## src/rtl/bsg_bus_pkg.sv

```systemverilog
// Shared definitions for the BSG register-window bus arbiter.
package bsg_bus_pkg;

  typedef enum logic [1:0] {
    IDLE    = 2'd0,
    ISSUE   = 2'd1,
    CAPTURE = 2'd2,
    DONE    = 2'd3
  } bsg_arb_state_t;

  localparam logic [7:0]  BSG_BASE_ADDR = 8'h10;
  localparam int unsigned BSG_NUM_REGS  = 3;
  localparam logic [7:0]  BSG_PARK_ADDR = 8'h00;

  localparam int unsigned BSG_CONTROL_OFS = 0;
  localparam int unsigned BSG_DATA0_OFS   = 1;
  localparam int unsigned BSG_DATA1_OFS   = 2;

endpackage

```

## src/rtl/bsg_rr_arbiter.sv

```systemverilog
// Combinational round-robin winner select; priority starts one past last_i.
module bsg_rr_arbiter #(
  parameter int unsigned N_REQ = 3,
  parameter int unsigned IDX_W = 2
) (
  input  logic [N_REQ-1:0] req_i,
  input  logic [IDX_W-1:0] last_i,
  output logic [N_REQ-1:0] win_oh_c,
  output logic [IDX_W-1:0] win_idx_c,
  output logic             win_vld_c
);

  always_comb begin
    int unsigned idx;
    idx       = 0;
    win_oh_c  = '0;
    win_idx_c = '0;
    win_vld_c = 1'b0;
    for (int unsigned off = 1; off <= N_REQ; off++) begin
      idx = (32'(last_i) + off) % N_REQ;
      if (!win_vld_c && req_i[IDX_W'(idx)]) begin
        win_vld_c = 1'b1;
        win_idx_c = IDX_W'(idx);
        win_oh_c  = N_REQ'(1) << idx;
      end
    end
  end

endmodule

```

## src/rtl/bsg_bus_arbiter.sv

```systemverilog
// Round-robin sequencer sharing the BSG register window between requesters,
// one single-beat transaction at a time, with a parked bus while not issuing.
module bsg_bus_arbiter
  import bsg_bus_pkg::*;
#(
  parameter int unsigned           DATA_WIDTH = 8,
  parameter int unsigned           N_REQ      = 3,
  parameter logic [DATA_WIDTH-1:0] BASE_ADDR  = DATA_WIDTH'(BSG_BASE_ADDR),
  parameter int unsigned           N_REGS     = BSG_NUM_REGS,
  parameter logic [DATA_WIDTH-1:0] PARK_ADDR  = DATA_WIDTH'(BSG_PARK_ADDR)
) (
  input  logic                        G_CLK_TX,
  input  logic                        rst,
  input  logic [N_REQ-1:0]            req,
  input  logic [N_REQ-1:0]            rd,
  input  logic [N_REQ*DATA_WIDTH-1:0] addr,
  input  logic [N_REQ*DATA_WIDTH-1:0] wdata,
  output logic [N_REQ-1:0]            gnt,
  output logic [N_REQ-1:0]            done,
  output logic                        err,
  output logic [DATA_WIDTH-1:0]       rdata,
  output logic                        bus_we,
  output logic [DATA_WIDTH-1:0]       bus_addr,
  output logic [DATA_WIDTH-1:0]       bus_wdata,
  input  logic [DATA_WIDTH-1:0]       bus_rdata
);

  localparam int unsigned       IDX_W   = (N_REQ > 1) ? $clog2(N_REQ) : 1;
  localparam logic [DATA_WIDTH:0] WIN_END = (DATA_WIDTH+1)'(BASE_ADDR) + (DATA_WIDTH+1)'(N_REGS);

  bsg_arb_state_t          state_q, state_d;
  logic [IDX_W-1:0]        last_q, last_d;
  logic [IDX_W-1:0]        owner_q, owner_d;
  logic [N_REQ-1:0]        gnt_q, gnt_d;
  logic [N_REQ-1:0]        done_q, done_d;
  logic                    err_q, err_d;
  logic [DATA_WIDTH-1:0]   rdata_q, rdata_d;
  logic                    bus_we_q, bus_we_d;
  logic [DATA_WIDTH-1:0]   bus_addr_q, bus_addr_d;
  logic [DATA_WIDTH-1:0]   bus_wdata_q, bus_wdata_d;

  logic [N_REQ-1:0]        win_oh;
  logic [IDX_W-1:0]        win_idx;
  logic                    win_vld;
  logic [DATA_WIDTH-1:0]   win_addr;
  logic [DATA_WIDTH-1:0]   win_wdata;
  logic                    win_in_window;

  bsg_rr_arbiter #(
    .N_REQ (N_REQ),
    .IDX_W (IDX_W)
  ) u_rr (
    .req_i     (req),
    .last_i    (last_q),
    .win_oh_c  (win_oh),
    .win_idx_c (win_idx),
    .win_vld_c (win_vld)
  );

  assign win_addr      = addr[win_idx*DATA_WIDTH +: DATA_WIDTH];
  assign win_wdata     = wdata[win_idx*DATA_WIDTH +: DATA_WIDTH];
  assign win_in_window = (win_addr >= BASE_ADDR) && ((DATA_WIDTH+1)'(win_addr) < WIN_END);

  // Next state; bus outputs default to the parked read of PARK_ADDR.
  always_comb begin
    state_d     = state_q;
    last_d      = last_q;
    owner_d     = owner_q;
    gnt_d       = '0;
    done_d      = '0;
    err_d       = 1'b0;
    rdata_d     = rdata_q;
    bus_we_d    = 1'b1;
    bus_addr_d  = PARK_ADDR;
    bus_wdata_d = '0;
    case (state_q)
      IDLE: begin
        if (win_vld) begin
          last_d  = win_idx;
          owner_d = win_idx;
          if (!win_in_window) begin
            state_d = DONE;
            done_d  = win_oh;
            err_d   = 1'b1;
          end else begin
            state_d    = ISSUE;
            gnt_d      = win_oh;
            bus_we_d   = rd[win_idx];
            bus_addr_d = win_addr;
            if (!rd[win_idx]) bus_wdata_d = win_wdata;
          end
        end
      end
      ISSUE: begin
        // bus_we_q holds the direction of the transaction being issued
        if (bus_we_q) begin
          state_d = CAPTURE;
        end else begin
          state_d = DONE;
          done_d  = N_REQ'(1) << owner_q;
        end
      end
      CAPTURE: begin
        rdata_d = bus_rdata;
        state_d = DONE;
        done_d  = N_REQ'(1) << owner_q;
      end
      DONE:    state_d = IDLE;
      default: state_d = IDLE;
    endcase
  end

  always_ff @(posedge G_CLK_TX or negedge rst) begin
    if (!rst) begin
      state_q     <= IDLE;
      last_q      <= IDX_W'(N_REQ - 1);
      owner_q     <= '0;
      gnt_q       <= '0;
      done_q      <= '0;
      err_q       <= 1'b0;
      rdata_q     <= '0;
      bus_we_q    <= 1'b1;
      bus_addr_q  <= PARK_ADDR;
      bus_wdata_q <= '0;
    end else begin
      state_q     <= state_d;
      last_q      <= last_d;
      owner_q     <= owner_d;
      gnt_q       <= gnt_d;
      done_q      <= done_d;
      err_q       <= err_d;
      rdata_q     <= rdata_d;
      bus_we_q    <= bus_we_d;
      bus_addr_q  <= bus_addr_d;
      bus_wdata_q <= bus_wdata_d;
    end
  end

  assign gnt       = gnt_q;
  assign done      = done_q;
  assign err       = err_q;
  assign rdata     = rdata_q;
  assign bus_we    = bus_we_q;
  assign bus_addr  = bus_addr_q;
  assign bus_wdata = bus_wdata_q;

endmodule

```

## config.mk

```make
export PLATFORM = sky130hd
export DESIGN_NAME = bsg_bus_arbiter
export DESIGN_NICKNAME = d
export VERILOG_FILES = /design/src/rtl/bsg_bus_pkg.sv /design/src/rtl/bsg_rr_arbiter.sv /design/src/rtl/bsg_bus_arbiter.sv
export SDC_FILE = /design/constraint.sdc
export NUM_CORES = 1
export LEC_CHECK = 0
export CORE_UTILIZATION = 37
export CTS_CLUSTER_SIZE = 16
export DETAILED_ROUTE_END_ITERATION = 16
export GPL_TIMING_DRIVEN = 0
export PLACE_DENSITY_LB_ADDON = 0.2
export RECOVER_POWER = 100
export SLEW_MARGIN = 10
export SYNTH_ARGS = -nofsm -noshare
export SYNTH_HDL_FRONTEND = slang
export SYNTH_SLANG_ARGS = --single-unit
```

## constraint.sdc

```tcl
create_clock -name G_CLK_TX -period 3.2 [get_ports G_CLK_TX]
set_clock_uncertainty 0.05 [all_clocks]
set_input_delay 0.48 -clock G_CLK_TX [delete_from_list [all_inputs] [get_ports G_CLK_TX]]
set_output_delay 0.48 -clock G_CLK_TX [all_outputs]
set_load 0.03 [all_outputs]
```

## After elaboration in Yosys (flattened, before gate mapping)

Index checks and enable logic that the tools add are counted.

| cells by class | value |
|---|---|
| equality and inequality tests | 4 |
| magnitude comparators | 6 |
| multiplexer cells | 41 |
| reductions and logical operators | 7 |
| div/mod/pow operators | 3 |
| shift-type cells | 6 |
| add/subtract/negate cells | 3 |

Operator list:

| kind | number |
|---|---|
| $mod A32 B2 Y32 const B | 3 |
| $shl A1 B32 Y3 const A | 3 |
| $mux W8 | 7 |
| $shiftx A24 B6 Y8 | 2 |
| $mux W3 | 9 |
| $mux W1 | 14 |
| $lt A2 B3 Y1 const B | 4 |
| $mux W2 | 5 |
| $pmux W3 S3 | 1 |
| $bmux W1 S2 | 4 |
| $ge A8 B5 Y1 const B | 1 |
| $lt A8 B5 Y1 const B | 1 |
| $pmux W2 S4 | 1 |
| $add A2 B2 Y3 const B | 2 |
| $eq A2 B2 Y1 const B | 2 |
| $add A2 B1 Y3 const B | 1 |
| $logic_and A1 B1 Y1 | 3 |
| $shl A1 B2 Y3 const A | 1 |
| $eq A2 B1 Y1 const B | 1 |
| $logic_not A1 Y1 | 2 |
| $logic_not A2 Y1 | 1 |
| $ne A2 B1 Y1 const B | 1 |
| $reduce_and A2 Y1 | 1 |

| storage, ports and cells | value |
|---|---|
| output and inout bits | 32 |
| input port bits | 64 |
| logic and storage cells | 80 |
| bits in registers | 38 |

## Depth between registers and ports, before layout

Gate-level depths: netlist of the first run.

| logic depth | value |
|---|---|
| depth in word-level cells | 17 |
| gate-level depth with buffers | 14 |
| gate-level depth less buffers | 10 |

## By module

Synthesis of the first run repeated with hierarchy kept, for this count alone.

| second synthesis, totals | value |
|---|---|
| cell total of the unflattened synthesis | 202 |
| area total of the unflattened synthesis | 2,097.0 um2 |

Modules (own cells, without submodules):

| module | area each (um2) | seq. area each (um2) | times used | cells each |
|---|---|---|---|---|
| bsg_bus_arbiter | 1,767.9 | 928.4 | 1 | 155 |
| bsg_rr_arbiter | 329.1 | 0.0 | 1 | 47 |

## Worst setup path after synthesis of the first run

OpenSTA, ideal clock, no wires.

| path | value |
|---|---|
| kind | reg2reg |
| start point | reg last_q[1] |
| end point | reg bus_wdata_q[0] (netlist: bus_wdata[0]) |
| setup slack | 0.139 ns |
| period minus slack after synthesis | 3.061 ns |
| arrival | 2.924 ns |
| cell stages (with the launch flop) | 14 |
| buffers on the path | 3 |
| required time | 3.063 ns |
| setup time | 0.087 ns |
| cells stage by stage | dfstp_2 -> inv_1 -> ha_1 -> buf_4 -> mux2_4 -> a221oi_2 -> a211oi_2 -> or2_1 -> buf_2 -> a21oi_1 -> nor4_1 -> or4_1 -> buf_6 -> a211oi_2 |

| on the way | value |
|---|---|
| longest elaborated chain between the ends | 17 |
| elaborated cells on any way between the ends | 33 |
| classes of those cells | 3 x add/sub; 3 x div; 2 x order compare; 2 x shift; 18 x mux; 5 x reduce/logical |

RTL lines:

| item | RTL line | source |
|---|---|---|
| start, declared | bsg_bus_arbiter.sv:32 | `logic [IDX_W-1:0] last_q, last_d;` |
| start signal, assigned | bsg_bus_arbiter.sv:116 | `last_q <= IDX_W'(N_REQ - 1);` |
| start signal, assigned | bsg_bus_arbiter.sv:127 | `last_q <= last_d;` |
| $add A2 B1 Y3 | bsg_rr_arbiter.sv:20 | `idx = (32'(last_i) + off) % N_REQ;` |
| $mod A32 B2 Y32 | bsg_rr_arbiter.sv:20 |  |
| $bmux W1 S2 | bsg_rr_arbiter.sv:21 | `if (!win_vld_c && req_i[IDX_W'(idx)]) begin` |
| $mux W1 (implied by the code) | bsg_rr_arbiter.sv:21 |  |
| $mux W1 | bsg_rr_arbiter.sv:21 |  |
| $logic_not A1 Y1 | bsg_rr_arbiter.sv:21 |  |
| $logic_and A1 B1 Y1 | bsg_rr_arbiter.sv:21 |  |
| $mux W1 | bsg_rr_arbiter.sv:21 |  |
| [... 2 more ...] | n/a |  |
| $mux W2 | bsg_rr_arbiter.sv:21 |  |
| $shiftx A24 B6 Y8 / $bmux W1 S2 (equally long branches) | bsg_bus_arbiter.sv:60, bsg_bus_arbiter.sv:90 |  |
| $ge A8 B5 Y1 (tied with other cells) | bsg_bus_arbiter.sv:62 | `assign win_in_window = (win_addr >= BASE_ADDR) && ((DATA_WIDTH+1)'(win_addr) < WIN_END);` |
| $logic_and A1 B1 Y1 / $mux W8 (equally long branches) | bsg_bus_arbiter.sv:62, bsg_bus_arbiter.sv:90 |  |
| $mux W8 | bsg_bus_arbiter.sv:81 | `if (!win_in_window) begin` |
| $mux W8 * | bsg_bus_arbiter.sv:78 | `if (win_vld) begin` |
| $mux W8 * | bsg_bus_arbiter.sv:76 | `case (state_q)` |
| net bus_wdata_d[0] | bsg_bus_arbiter.sv:40 | `logic [DATA_WIDTH-1:0] bus_wdata_q, bus_wdata_d;` |
| end signal, assigned | bsg_bus_arbiter.sv:135 | `bus_wdata_q <= bus_wdata_d;` |
| end, declared | bsg_bus_arbiter.sv:40 |  |

Mark *: on every way through the listed nets, which the timed path passes. The rest lies on a longest branch. The select of a mux whose other input is x is not followed.
A chain may end at the register's enable or synchronous reset.

## Worst setup path after layout of the first run

| path | value |
|---|---|
| start point | reg last_q[1] |
| end point | reg bus_wdata_q[4] (netlist: bus_wdata[4]) |

The elaborated chain is that of the path after synthesis.

==> results of run 1 <==
-- timing repair --
item	4_1_cts	5_1_grt
setup buffers	7	6
gates cloned	1	0
hold endpoints to repair	0	0
resized for setup	34	16
endpoints found under the setup margin	20	17
pin swaps	8	0
-- worst reg2reg max path: cells and delay by family, from the launching register on --
kind / cells / cell delay, ns
muxes: 1 / 0.33
DFF: 1 / 0.59
AOI/OAI and AO/OA: 5 / 0.87
adders and majority gates: 1 / 0.20
buffers and inverters: 3 / 0.40
and+or+nand+nor: 2 / 0.70
-- per-layer routing --
layer | vias up | wire length, µm | global-route usage
li1 | 951 | - | -
met1 | 914 | 2359 | 0.2186
met2 | 83 | 2679 | 0.3088
met3 | 6 | 287 | 0.03929
met4 | 0 | 68 | 0.06792
met5 | - | 0 | 0
-- worst paths after layout --
path                            slack [ns]                  start  cells after the start                      to
worst min register to register        0.45   rdata[1]$_DFFE_PN0N_                      1    rdata[1]$_DFFE_PN0N_
worst max register to register       0.007  last_q[1]$_DFFE_PN1P_                     12  bus_wdata[4]$_DFF_PN0_
worst min-delay path                  0.45   rdata[1]$_DFFE_PN0N_                      1    rdata[1]$_DFFE_PN0N_
worst max-delay path                 0.007  last_q[1]$_DFFE_PN1P_                     12  bus_wdata[4]$_DFF_PN0_
min in group asynchronous             0.65                    rst                      1    rdata[5]$_DFFE_PN0N_
max in group asynchronous             1.37                    rst                      1  bus_wdata[5]$_DFF_PN0_
-- registers in the layout (all words and copies together), names as in the netlist --
| register | flops |
|---|---|
| gnt | 3 |
| err | 1 |
| rdata | 8 |
| bus_we | 1 |
| last_q | 2 |
| bus_wdata | 8 |
| bus_addr | 8 |
| state_q | 2 |
| owner_q | 1 |
| done | 3 |
-- metrics by stage --
stage / hold WS (ns) / total power [µW]
global route: 0.4720 / 3205
CTS: 0.2433 / 2839
finish: 0.4492 / 2997
global placement: 0.4382 / 2220
floorplan: 0.1344 / 1768
detailed placement: 0.4448 / 2250
-- cell usage after synthesis, drive strengths merged, types with 2 or more instances --
library cell	count
dfrtp	35
inv	10
nand2	5
nand2b	2
a22oi	2
nor4	3
a221oi	2
a21o	3
a21oi	10
buf	7
clkbuf	4
o21ai	15
nand4	2
a211oi	12
dfstp	2
nor2b	3
nor3	3
nand3b	2
nor2	24
o21a	4
mux2i	11
or2	3
or3	2
or4	2
and3b	2
ha	8
mux2	9
-- cell type report --
| cell class | instances | area share |
|---|---|---|
| Clock inverter | 1 | 0.001408 |
| Multi-Input combinational cell | 147 | 0.3576 |
| Tap cell | 72 | 0.02534 |
| Sequential cell | 37 | 0.2612 |
| Clock buffer | 7 | 0.02710 |
| Inverter | 10 | 0.01056 |
| Buffer | 9 | 0.01971 |
| Timing Repair Buffer | 109 | 0.2971 |
-- where the power goes --
group | switching [µW] | internal [µW] | leakage [µW]
Sequential | 57.1 | 584 | 0.000471
Clock | 153 | 194 | 0.0000542
Combinational | 1120 | 891 | 0.00103
Total | 1330 | 1670 | 0.00156
-- kinds of logic after synthesis --
| logic type | Yosys count |
|---|---|
| other | 1 |
| adder cells (fa/ha/maj) | 8 |
| multiplexers | 20 |
| flip-flops | 37 |
| AO/OA/AOI/OAI | 56 |
| AND/OR/NAND/NOR | 58 |
| buffers and inverters | 21 |
==> results.cfg, run 1 <==
[timing]
setup_tns_ns = 0
setup_ws_ns = 0.007323
rsz0062_at_grt = yes
slew_headroom = -0.2468
tightest_slew_ns = 1.870
fmax_mhz = 313.2
period_share = 0.9977
fin_crit_ns = 3.193
final_max_slew_viol_count = 38
hold_viol_final = 0
setup_viol = 0

[floorplan]
die_y_um = 77.20
io_pins = 96
rows = 27
dieWidth_um = 77.20
die_area_um2 = 5959
core_um2 = 5473
start_util = 0.3823

[yosys]
postSynth.asyncResetShare = 1.000
muxShareOfSynthArea = 0.1029
synth.top_cell.area_share = 0.4187
synth_top_family_by_area = compound AO/OA/AOI/OAI gates
syn_area_um2 = 2092
syn-mean-instance-area_um2 = 10.41
synth_area_leaders = dfrtp_1, a211oi_2, mux2i_1
synth-xor-area-share = 0
synth_edf_count = 0
ys_seq_area_frac = 0.4438
synth_top_area_cell = dfrtp_1
synth_seq_cells = 37
yosys.area_share.simple = 0.1459
synth_compound_area_frac = 0.2117
syn_inst = 201
ys.warnings.count = 0
synth-adder-area-share = 0.04785
synth.distinct_cells = 49
ys_dominant_reg_cell = dfrtp_1

[final_layout]
drive_gt1_frac = 0.2531
multiInputGateArea_um2 = 1271
layout_commonest_cell = clkdlybuf4s50_1
final_cell_mix = clkdlybuf4s50_1, dfrtp_1, dlygate4sd3_1
syn_to_final_growth_pct = 69.92
register_area_um2 = 928.4
layout.nets = 391
fill_cells = 456
fin_cells = 392
fin_util = 0.6495
stdcell_area_um2 = 3555
antenna_cells = 0

[place]
port_buffers = 95
place_area_um2 = 3143
dp_hpwl_um = 3724
place_congestion = 0.8471
dp_cells = 372
post-place-ws_ns = -0.3353

[route]
ant_nets = 0
drt_iter0_markers = 55
drc = 0
via_per_inst = 4.985
vias = 1954
drt-total-wl_um = 5393
drt_first_pass_iters = 5
wl_per_cell_um = 13.76

[critical_path]
critPathRequiredTime_ns = 3.35
crit_buf_inv = 3
crit_arrival_ns = 3.35
critical_path_class = reg -> reg
critPathSlowestCell = dfstp_2
cp_cell_sequence = inv_2 > ha_4 > mux2_4 > a221oi_4 > a211oi_4 > buf_4 > nor2_4 > o311a_1 > o221ai_2 > or4_4 > buf_6 > a211oi_2
worst_setup_path_start_kind = register
end_kind = register
cp_slowest_stage_delay_ns = 0.59
cp_top_family = compound AO/OA/AOI/OAI gates
path_max_fanout = 6

[global_routing]
grt_antenna_before_repair = 0
grt_pass1_vias = 1854
grt_pass1_wl_um = 8500
grt_usage = 0.1799
grt_max_degree = 38
gr-total-overflow = 0

[clock_tree]
cts_root_buffer = clkbuf_8
cts_buffers = 5
clock_latency_ns = 0.28
cts_sinks = 37
cts_tree = done
cts_buffer_depth = 2
cts.clk_slew.worst_paths_ns = 0.07
htreeDepth = 2
cts-hold-fix-buffers = 0

[hold_path]
hold_class = reg -> reg

[outcome]
violations = max-capacitance violations, max-slew violations
outcome = complete, but fails checks

[power]
leakage_uw = 0.001556
vdd_ir_drop_max_mv = 0.5157
p_per_area_nw_per_um2 = 843.1

[run]
drv_cap = 1
Note: power is estimated with default switching activity, not from simulation.
==> run 2, diff against run 1 <==
--- a/config.mk
+++ b/config.mk
@@ -5,7 +5,8 @@
 export SDC_FILE = /design/constraint.sdc
 export NUM_CORES = 1
 export LEC_CHECK = 0
-export CORE_UTILIZATION = 37
+export CORE_UTILIZATION = 25
+export CTS_BUF_LIST = sky130_fd_sc_hd__clkbuf_8
 export CTS_CLUSTER_SIZE = 16
 export DETAILED_ROUTE_END_ITERATION = 16
 export GPL_TIMING_DRIVEN = 0
==> constraint.sdc (replaced) <==
create_clock -name G_CLK_TX -period 3.54 [get_ports G_CLK_TX]
set_clock_uncertainty 0.05 [all_clocks]
set_input_delay 0.531 -clock G_CLK_TX [delete_from_list [all_inputs] [get_ports G_CLK_TX]]
set_output_delay 0.531 -clock G_CLK_TX [all_outputs]
set_load 0.03 [all_outputs]
==> run 2 against run 1 <==
Against the previous run:
- sequential power shrank 9.3%
- the flow still finishes with violations (max-capacitance violations, max-slew violations)
- critical path depth shrank 1
- hold slack gained 0.0052 ns
- first-iteration DRC count shrank 1.8%
- clock power shrank 13%
- clock-buffer cell count shrank 1
- routed wire length grew 3.6%
- highest routed layer unchanged
- worst setup slack gained 0.18 ns
==> results.cfg, run 2 (synthesis gave the netlist of run 1 again) <==
[route]
via_per_inst = 4.626
drt-total-wl_um = 5586
vias = 1906
drt_first_pass_iters = 4
drt_iter0_markers = 54
wl_per_cell_um = 13.56
ant_nets = 0
drc = 0

[run]
drv_cap = 1

[timing]
setup_ws_ns = 0.1908
tightest_slew_ns = 1.663
slew_headroom = -0.1088
fmax_mhz = 298.6
fin_hold_ws_ns = 0.4544
final_max_slew_viol_count = 34
period_share = 0.9461
setup_viol = 0
hold_viol_final = 0
fin_crit_ns = 3.349

[final_layout]
layout.nets = 381
fill_cells = 799
layout_commonest_cell = clkdlybuf4s50_1
drive_gt1_frac = 0.1742
multiInputGateArea_um2 = 1129
final_cell_mix = clkdlybuf4s50_1, dfrtp_1, dlygate4sd3_1
antenna_cells = 0
fin_cells = 412
register_area_um2 = 928.4
syn_to_final_growth_pct = 59.63

[floorplan]
dieWidth_um = 93.48
die_area_um2 = 8738
core_um2 = 7928
die_y_um = 93.48
start_util = 0.2639
rows = 32
io_pins = 96

[clock_tree]
cts_setup_buffers = 0
cts.clk_slew.worst_paths_ns = 0.07
cts_buffers = 5
htreeDepth = 2
cts_buffer_depth = 2
cts_tree = done
cts_sinks = 37
cts_root_buffer = clkbuf_8
clock_latency_ns = 0.29

[global_routing]
grt_pass1_vias = 1869
grt_usage = 0.1302
gr-total-overflow = 0
grt_pass1_wl_um = 8797
grt_max_degree = 34
grt_antenna_before_repair = 0

[critical_path]
rr_endpoint = bus_wdata[3]$_DFF_PN0_
reg2reg_slack_ns = 0.19
critPathRequiredTime_ns = 3.70
crit_arrival_ns = 3.51
path_max_fanout = 9
reg2reg_from = last_q[1]$_DFFE_PN1P_
end_kind = register
ff2ff_path_depth = 11
critical_path_class = reg -> reg
worst_setup_path_start_kind = register

[power]
leakage_uw = 0.001453
power_uw = 2386
p_per_area_nw_per_um2 = 714.5
vdd_ir_drop_max_mv = 0.2220

[hold_path]
hold_end = rdata[7]$_DFFE_PN0N_
hold_class = reg -> reg
whs_path_depth = 1
hp-start = rdata[7]$_DFFE_PN0N_

[outcome]
violations = max-capacitance violations, max-slew violations
outcome = complete, but fails checks

[place]
dp_hpwl_um = 4351
place_congestion = 0.8100
dp_cells = 403
post-place-ws_ns = -0.01866
port_buffers = 95
run 2: per-stage QoR:
step,setup TNS [ns],utilization,instance area [µm²]
finish,0,0.4212,3339
global route,-0.01272,0.4212,3339
CTS,0,0.4171,3307
detailed placement,-0.03112,0.4037,3201
global placement,0,0.4018,3186
floorplan,0,-,2107
run 2: report_power, final:
group	internal (µW)	leakage [µW]	switching, µW
combinational	620	0.000931	882
sequential	528	0.000471	53.9
clock	158	0.0000512	145
total	1310	0.00145	1080
run 2: layout make-up:
type / count / area share
clock buffers: 6 / 0.02473
well taps: 102 / 0.03822
multi-input cells: 147 / 0.3380
clock inverters: 2 / 0.004121
flip-flops and latches: 37 / 0.2780
repair buffers: 97 / 0.2870
inverters: 10 / 0.01124
plain buffers: 11 / 0.01873
run 2: how the worst max path moves through the flow:
stage                                from                endpoint  slack, ns  cells past startpoint
floorplan           last_q[1]$_DFFE_PN1P_  bus_wdata[0]$_DFF_PN0_       0.48                     13
CTS                 last_q[0]$_DFFE_PN0P_           err$_DFF_PN0_       0.06                     13
global route        last_q[1]$_DFFE_PN1P_  bus_wdata[4]$_DFF_PN0_      -0.01                     14
finish              last_q[1]$_DFFE_PN1P_  bus_wdata[3]$_DFF_PN0_       0.19                     11
global placement                   req[2]  bus_wdata[6]$_DFF_PN0_       0.03                     11
detailed placement                 req[1]           err$_DFF_PN0_      -0.02                     12
run 2: layer usage:
layer  global-route usage  wire (µm)  part of all wire
met1               0.1673       2435              0.44
met2               0.2083       2665              0.48
met5                    0          0                 0
met3              0.03171        417             0.075
met4              0.05385         68             0.012
run 2: timing repair:
action / CTS / global route
resized for setup: 0 / 13
hold endpoints to repair: 4 / 0
endpoints found under the setup margin: 0 / 20
hold buffers: 1 / 0
run 2: critical path, stage by stage, from the launching register on:
cell	delay [ns]
dfstp_2	0.58
inv_1	0.07
ha_1	0.18
buf_4	0.16
mux2i_1	0.24
nor2_1	0.18
or4_4	0.52
a221oi_2	0.30
o221ai_2	0.16
or4_1	0.50
buf_6	0.17
a211oi_2	0.15
==> run 3, diff against run 2 <==
==> constraint.sdc (replaced) <==
create_clock -name G_CLK_TX -period 2.84 [get_ports G_CLK_TX]
set_clock_uncertainty 0.05 [all_clocks]
set_input_delay 0.426 -clock G_CLK_TX [delete_from_list [all_inputs] [get_ports G_CLK_TX]]
set_output_delay 0.426 -clock G_CLK_TX [all_outputs]
set_load 0.03 [all_outputs]
==> run 3 against run 2 <==
Against the previous run:
- the run ends with negative setup slack left
- routed wire length increased by 0.66%
- sequential cell count unchanged
- die area unchanged
- cell count increased by 2.4%
- final area increased by 6.3%
- utilization increased by 2.6 points
- sequential share of layout area decreased by 1.6 points
- worst setup slack got worse by 0.53 ns
- sequential power increased by 24%
- maximum frequency increased by 5.5%
- hold slack got worse by 0.30 ns
==> results.cfg, run 3 (synthesis gave the netlist of run 1 again) <==
[route]
ant_nets = 0
drt_iter0_markers = 52
via_per_inst = 4.533
drt-total-wl_um = 5623
vias = 1913
drc = 0
wl_per_cell_um = 13.32
drt_first_pass_iters = 4

[final_layout]
fill_cells = 785
final_cell_mix = clkdlybuf4s50_1, dfrtp_1, dlygate4sd3_1
layout.nets = 391
fin_util = 0.4476
antenna_cells = 0
register_area_um2 = 929.6
multiInputGateArea_um2 = 1240
layout_commonest_cell = clkdlybuf4s50_1
drive_gt1_frac = 0.2344
syn_to_final_growth_pct = 69.62

[power]
vdd_ir_drop_max_mv = 0.4184
combPwrFrac = 0.674
switching_share = 0.4403
p_per_area_nw_per_um2 = 937.4
clockPowerShare = 0.108
intPower_uw = 1862
switchingPower_uw = 1464
power_uw = 3326
seqPwrFrac = 0.217
leakage_uw = 0.001566

[timing]
slew_headroom = 0.1806
hold_viol_final = 0
final_max_slew_viol_count = 0
fin_crit_ns = 3.175
fmax_mhz = 315.0
setup_tns_ns = -4.227
rsz0062_at_grt = yes
setup_viol = 20
tightest_slew_ns = 1.229
setup_ws_ns = -0.3350
period_share = 1.118

[critical_path]
reg2reg_slack_ns = -0.33
cp_top_family = simple AND/OR/NAND/NOR gates
end_kind = register
ff2ff_path_depth = 11
path_max_fanout = 4
reg2reg_from = last_q[1]$_DFFE_PN1P_
rr_endpoint = bus_wdata[1]$_DFF_PN0_
crit_buf_inv = 2
critPathSlowestCell = dfstp_2
worst_setup_path_start_kind = register
critical_path_class = reg -> reg
cp_cell_sequence = inv_2 > ha_4 > and3b_2 > o21a_1 > a211oi_2 > or4_4 > a221oi_4 > o221ai_2 > or4_4 > buf_4 > a211oi_2
crit_arrival_ns = 3.32
critPathRequiredTime_ns = 2.99
cp_slowest_stage_delay_ns = 0.59

[place]
dp_hpwl_um = 4320
port_buffers = 95
place_congestion = 0.8273

[clock_tree]
htreeDepth = 2
cts_sinks = 37
cts_buffers = 5
cts.clk_slew.worst_paths_ns = 0.07
cts_root_buffer = clkbuf_8
cts_buffer_depth = 2
clock_latency_ns = 0.28
cts-hold-fix-buffers = 0
cts_tree = done

[outcome]
violations = negative setup slack
outcome = complete, but fails checks

[global_routing]
grt_usage = 0.1274
grt_max_degree = 24
grt_antenna_before_repair = 0
grt_pass1_vias = 1770
grt_pass1_wl_um = 8735
gr-total-overflow = 0

[floorplan]
start_util = 0.2639
core_um2 = 7928
die_y_um = 93.48
rows = 32
die_area_um2 = 8738
dieWidth_um = 93.48
io_pins = 96

[run]
drv_cap = 0

[hold_path]
hold_class = in -> async
run 3: cell count changes in the layout (fill, tap and decap cells not counted), sizes merged:
cell         change
inv              +2
buf             +12
dlygate4sd3      -1
clkinv           -2
clkbuf           -1
run 3: metrics by stage:
stage / cells / setup WS [ns] / instance area (µm²) / hold WS, ns
final: 422 / -0.3350 / 3548 / 0.1506
after global routing: 422 / -0.4511 / 3548 / 0.2157
after CTS: 416 / -0.3425 / 3496 / 0.01174
after detailed placement: 403 / -0.6869 / 3277 / 0.3209
after global placement: 402 / -0.6496 / 3254 / 0.4370
after floorplan: 205 / -0.1241 / 2176 / 0.08041
run 3: power groups by stage:
stage	clock network (µW)	registers [µW]	logic [µW]
global route	404	737	2430
detailed placement	0	740	1940
finish	361	722	2240
floorplan	0	922	1180
global placement	0	737	1920
CTS	380	734	2200
run 3: layout make-up:
type	count	area share
Buffer	10	0.02398
Clock buffer	6	0.02327
Clock inverter	2	0.002116
Inverter	10	0.01058
Multi-Input combinational cell	147	0.3494
Sequential cell	37	0.2620
Tap cell	102	0.03597
Timing Repair Buffer	108	0.2927
run 3: timing repair:
item / CTS / global route
endpoints found under the setup margin: 20 / 20
gates resized for setup: 22 / 6
buffers inserted: 5 / 6
pin swaps: 5 / 6
cloned: 1 / 0
run 3: worst max path at each step:
stage | start | endpoint | slack, ns | cells after the start
finish | last_q[1]$_DFFE_PN1P_ | bus_wdata[1]$_DFF_PN0_ | -0.33 | 11
global route | last_q[1]$_DFFE_PN1P_ | bus_wdata[0]$_DFF_PN0_ | -0.45 | 11
CTS | last_q[1]$_DFFE_PN1P_ | bus_wdata[1]$_DFF_PN0_ | -0.34 | 12
detailed placement | req[2] | bus_wdata[6]$_DFF_PN0_ | -0.69 | 11
global placement | req[2] | bus_wdata[6]$_DFF_PN0_ | -0.65 | 11
floorplan | last_q[1]$_DFFE_PN1P_ | bus_wdata[0]$_DFF_PN0_ | -0.12 | 12
run 3: per-layer routing:
metal	vias up	wire length (µm)	share of wire	track usage
li1	952	-	-	-
met1	886	2582	0.46	0.1648
met2	70	2637	0.47	0.2132
met3	5	347	0.062	0.02846
met4	0	55	0.0098	0.03462
met5	-	0	0	0
